$ cat src/rtl/armleocpu_ptw_arbiter.sv
// Purpose : two-port (fetch/data) arbiter in front of a single page-table walker.
// Latency : request sampled in IDLE at T -> PTW start pulse at T+1 -> earliest done at T+2.
// Backpressure: a non-granted requester simply holds its level request until served.
//
// Ports:
//   clk, async_rst_n                  - clock, asynchronous active-low reset
//   pN_resolve_request/_virtual_addr  - per-port level request + VPN (N=0 fetch, N=1 data)
//   pN_resolve_done                   - per-port one-cycle completion pulse
//   ptw_resolve_*                     - start pulse + latched VPN out, results/done in
//   resolve_*                         - shared result bus, combinational from the PTW
//   arb_grant, arb_busy               - current/last granted port, walk in flight
//
// Build option: define ARMLEOCPU_PTW_ARB_ROUND_ROBIN_EN for round-robin arbitration;
// left undefined, port 1 (data) has fixed priority over port 0 (fetch).

module armleocpu_ptw_arbiter #(
  parameter int PHYS_W = 22
) (
  input  logic              clk,
  input  logic              async_rst_n,

  input  logic              p0_resolve_request,
  input  logic [19:0]       p0_resolve_virtual_address,
  output logic              p0_resolve_done,

  input  logic              p1_resolve_request,
  input  logic [19:0]       p1_resolve_virtual_address,
  output logic              p1_resolve_done,

  output logic              ptw_resolve_request,
  output logic [19:0]       ptw_resolve_virtual_address,
  input  logic              ptw_resolve_done,
  input  logic              ptw_resolve_pagefault,
  input  logic              ptw_resolve_accessfault,
  input  logic [7:0]        ptw_resolve_access_bits,
  input  logic [PHYS_W-1:0] ptw_resolve_physical_address,

  output logic              resolve_pagefault,
  output logic              resolve_accessfault,
  output logic [7:0]        resolve_access_bits,
  output logic [PHYS_W-1:0] resolve_physical_address,

  output logic              arb_grant,
  output logic              arb_busy
);

  typedef enum logic [1:0] {
    ST_IDLE  = 2'd0,
    ST_ISSUE = 2'd1,
    ST_WAIT  = 2'd2
  } state_t;

  state_t      state_q, state_d;
  logic        grant_q, grant_d;
  logic [19:0] vpn_q, vpn_d;

  logic        any_req;
  logic        winner;

  // Result bus is a straight passthrough; consumers qualify it with their done pulse.
  assign resolve_pagefault        = ptw_resolve_pagefault;
  assign resolve_accessfault      = ptw_resolve_accessfault;
  assign resolve_access_bits      = ptw_resolve_access_bits;
  assign resolve_physical_address = ptw_resolve_physical_address;

  assign ptw_resolve_virtual_address = vpn_q;
  assign arb_grant                   = grant_q;
  assign arb_busy                    = (state_q != ST_IDLE);

  assign any_req = p0_resolve_request | p1_resolve_request;

  // Winner selection. A lone requester always wins; only the tie case differs.
  always_comb begin
    winner = p1_resolve_request;
`ifdef ARMLEOCPU_PTW_ARB_ROUND_ROBIN_EN
    // Tie goes to the port that did not win last time. grant_q resets to 1,
    // so port 0 takes the first tie after reset.
    if (p0_resolve_request && p1_resolve_request) begin
      winner = ~grant_q;
    end
`endif
  end

  always_comb begin
    state_d             = state_q;
    grant_d             = grant_q;
    vpn_d               = vpn_q;
    ptw_resolve_request = 1'b0;
    p0_resolve_done     = 1'b0;
    p1_resolve_done     = 1'b0;

    unique case (state_q)
      ST_IDLE: begin
        // A PTW done seen here is stale/spurious and is dropped.
        if (any_req) begin
          grant_d = winner;
          vpn_d   = winner ? p1_resolve_virtual_address : p0_resolve_virtual_address;
          state_d = ST_ISSUE;
        end
      end
      ST_ISSUE: begin
        ptw_resolve_request = 1'b1;
        state_d             = ST_WAIT;
      end
      ST_WAIT: begin
        // The walk completes even if the requester has since dropped its
        // request; the latched VPN/grant are what the PTW is working on.
        if (ptw_resolve_done) begin
          p0_resolve_done = ~grant_q;
          p1_resolve_done =  grant_q;
          state_d         = ST_IDLE;
        end
      end
      default: begin
        state_d = ST_IDLE;
      end
    endcase
  end

  always_ff @(posedge clk or negedge async_rst_n) begin
    if (!async_rst_n) begin
      state_q <= ST_IDLE;
      grant_q <= 1'b1;
      vpn_q   <= 20'd0;
    end else begin
      state_q <= state_d;
      grant_q <= grant_d;
      vpn_q   <= vpn_d;
    end
  end

endmodule

$ cat config.mk
export PLATFORM = sky130hd
export DESIGN_NAME = armleocpu_ptw_arbiter
export DESIGN_NICKNAME = d
export VERILOG_FILES = /design/src/rtl/armleocpu_ptw_arbiter.sv
export SDC_FILE = /design/constraint.sdc
export NUM_CORES = 1
export LEC_CHECK = 0
export ABC_AREA = 1
export CORE_MARGIN = 5
export CORE_UTILIZATION = 32
export CTS_CLUSTER_DIAMETER = 200
export DETAILED_ROUTE_END_ITERATION = 8
export MAX_ROUTING_LAYER = met4
export PLACE_DENSITY = 0.95
export SYNTH_ARGS = -nofsm -noshare
export SYNTH_HDL_FRONTEND = slang
export SYNTH_SLANG_ARGS = --single-unit
export TNS_END_PERCENT = 5
$ cat constraint.sdc
create_clock -name clk -period 2.8 [get_ports clk]
set_input_delay 0.56 -clock clk [delete_from_list [all_inputs] [get_ports clk]]
set_output_delay 0.56 -clock clk [all_outputs]
set_load 0.05 [all_outputs]
==> reports/results.txt <==
Area of the core - 4290 um2
Gr ovfl total - 0
Max Fanout on Critical Path - 4
Starting DRT DRC Count - 105
TritonCTS Buffers - 3
Post-synthesis xor/xnor area fraction - 0%
Compound-Gate Fraction of Synth Area - 0.539%
Critical path class - flop to primary output
Leak - 1.00 nW
Outcome - complete, no violations
Syn Inst Count - 202
CTS Root Cell - clkbuf_8
WL final - 3410 um
Clk pin slew, worst setup/hold paths - 70 ps
Post-Syn Area - 1390 um2
Post-Synth Simple-Gate Area - 36.5%
GRT Overall Usage - 11.4%
Starting Density - 32.5%
Antenna violations before repair - 0
Final min period - 2180 ps
Number of synthesized register bits - 23
Largest net degree at the start of global routing - 22
Die height - 76 um
Post-DR wirelength/cell - 11.6 um
DP HPWL - 2730 um
Fin. max-slew vios - 0
Die Width - 76 um
Sequential area share after synthesis - 41.4%
Area share of fa/ha/maj cells after synthesis - 0%
Detailed-route DRC error count - 0
Placer Congestion - 0.726
Final period utilization - 77.9%
Final setup margin - 619 ps
CTS tree - yes
Worst rel slew slack - 55.0%
Synth cell types - 11
Crit. End Element - primary output
Final Util - 45.4%
CTS Buffer Depth - 2
Pwr Total - 0.00212 W
Max Fclk - 459 MHz
Final ANT Viol Nets - 0
CTS Sinks - 23
Proportion of layout cells with a drive suffix above 1 - 5.81%
DIE AREA - 5780 um2
Rows - 24
Max Cap Viol - 0
Largest family of logic cells by synthesized area - simple AND/OR/NAND/NOR gates
I/O Buffers - 69
Least-Margin Pin Slew - 673 ps
Final setup viols - 0
Area Growth Syn to Fin - 39.9%
Post-CTS sizing - 0
First-pass GRT wire length - 5430 um
Most common cell after layout, fill and taps aside - nand2_1
RSZ-0062 raised after global routing - false
Pre-CTS setup slack - 742 ps
Hold Fails Final Rpt - 0
H-tree Lvls - 1
Clk_skew - 1.65 ps
Final Net Count - 319
CTS Hold Bufs - 0
Ant. Diodes - 0
Peak supply drop - 517 uV
CP arrival - 1620 ps
DRT Pass-1 Iters - 4
Via total after detailed routing - 1279
PD cells - 1090 nW/um2
Post-DR vias/cell - 4.37
Req. time, crit path - 2240 ps
Ys Warns - 0
Syn avg cell area - 6.90 um2
Most frequent cells in the layout - nand2_1, clkdlybuf4s50_1, dfrtp_1
Vias in the first global route - 1206
I/O pins - 134
Syn nets - 279
Worst setup SP type - flop
Worst skew pair latency - 250 ps
HP Class - flop to flop
Setup total negative slack - 0 ps
Post-synthesis mux area share - 0%
Post CTS Setup Buffer Count - 0
-- cell families after synthesis --
logic type | count (synthesis)
flops | 23
buf+inv | 44
simple gates | 134
compound gates | 1
-- Yosys cell counts, drive strengths merged --
cell type,n,area [um2]
nor3b,1,7.51
nand2,128,480
o21bai,1,7.51
dfrtp,22,551
inv,4,15.0
nor2,5,21.3
dfstp,1,26.3
buf,40,285
-- layer usage --
layer | track usage (%) | wire (um) | up-vias
li1 | - | - | 644
met1 | 12.2 | 1310 | 586
met2 | 19.7 | 1780 | 39
met3 | 3.07 | 240 | 10
met4 | 4.80 | 82 | 0
met5 | - | 0 | -
-- worst max-delay path, stage by stage (launching register included) --
cell,delay [ps]
dfrtp_1,410
nor2_1,140
clkdlybuf4s50_1,820
-- sequential cells by signal, indices dropped and copies added, names as in the netlist --
register                     flops
ptw_resolve_virtual_address     20
state_q                          2
arb_grant                        1
-- path summary, 6_finish.rpt --
check | startpoint | depth (start not counted) | slack [ps] | endpoint
worst max-delay path | state_q[1]$_DFFE_PN0P_ | 2 | 620 | ptw_resolve_request
worst min-delay path | ptw_resolve_virtual_address[2]$_DFFE_PN0P_ | 2 | 480 | ptw_resolve_virtual_address[2]$_DFFE_PN0P_
worst max register to register | state_q[1]$_DFFE_PN0P_ | 4 | 1440 | ptw_resolve_virtual_address[6]$_DFFE_PN0P_
worst min register to register | ptw_resolve_virtual_address[2]$_DFFE_PN0P_ | 2 | 480 | ptw_resolve_virtual_address[2]$_DFFE_PN0P_
max in group asynchronous | async_rst_n | 2 | 1570 | ptw_resolve_virtual_address[2]$_DFFE_PN0P_
min in group asynchronous | async_rst_n | 1 | 660 | ptw_resolve_virtual_address[11]$_DFFE_PN0P_
-- per-stage QoR --
stage / instances / instance area [um2] / hold slack [ps]
after global routing: 293 / 1950 / 511
after detailed placement: 289 / 1900 / 465
after global placement: 289 / 1900 / 463
after floorplan: 202 / 1390 / 264
final: 293 / 1950 / 478
after CTS: 293 / 1950 / 486
-- cell type report --
type	instances	area [um2]
fill	435	2340
tap	52	65.1
clock buffer	4	45.0
multi-input combinational	135	517
inverter	4	15.0
sequential	23	577
timing repair buffer	75	731
-- power by group --
group	internal [W]	switching, W
Combinational	0.000442	0.000897
Sequential	0.000496	0.0000950
Clock	0.000101	0.0000941
No activity file was read; power rests on OpenSTA's default activity.
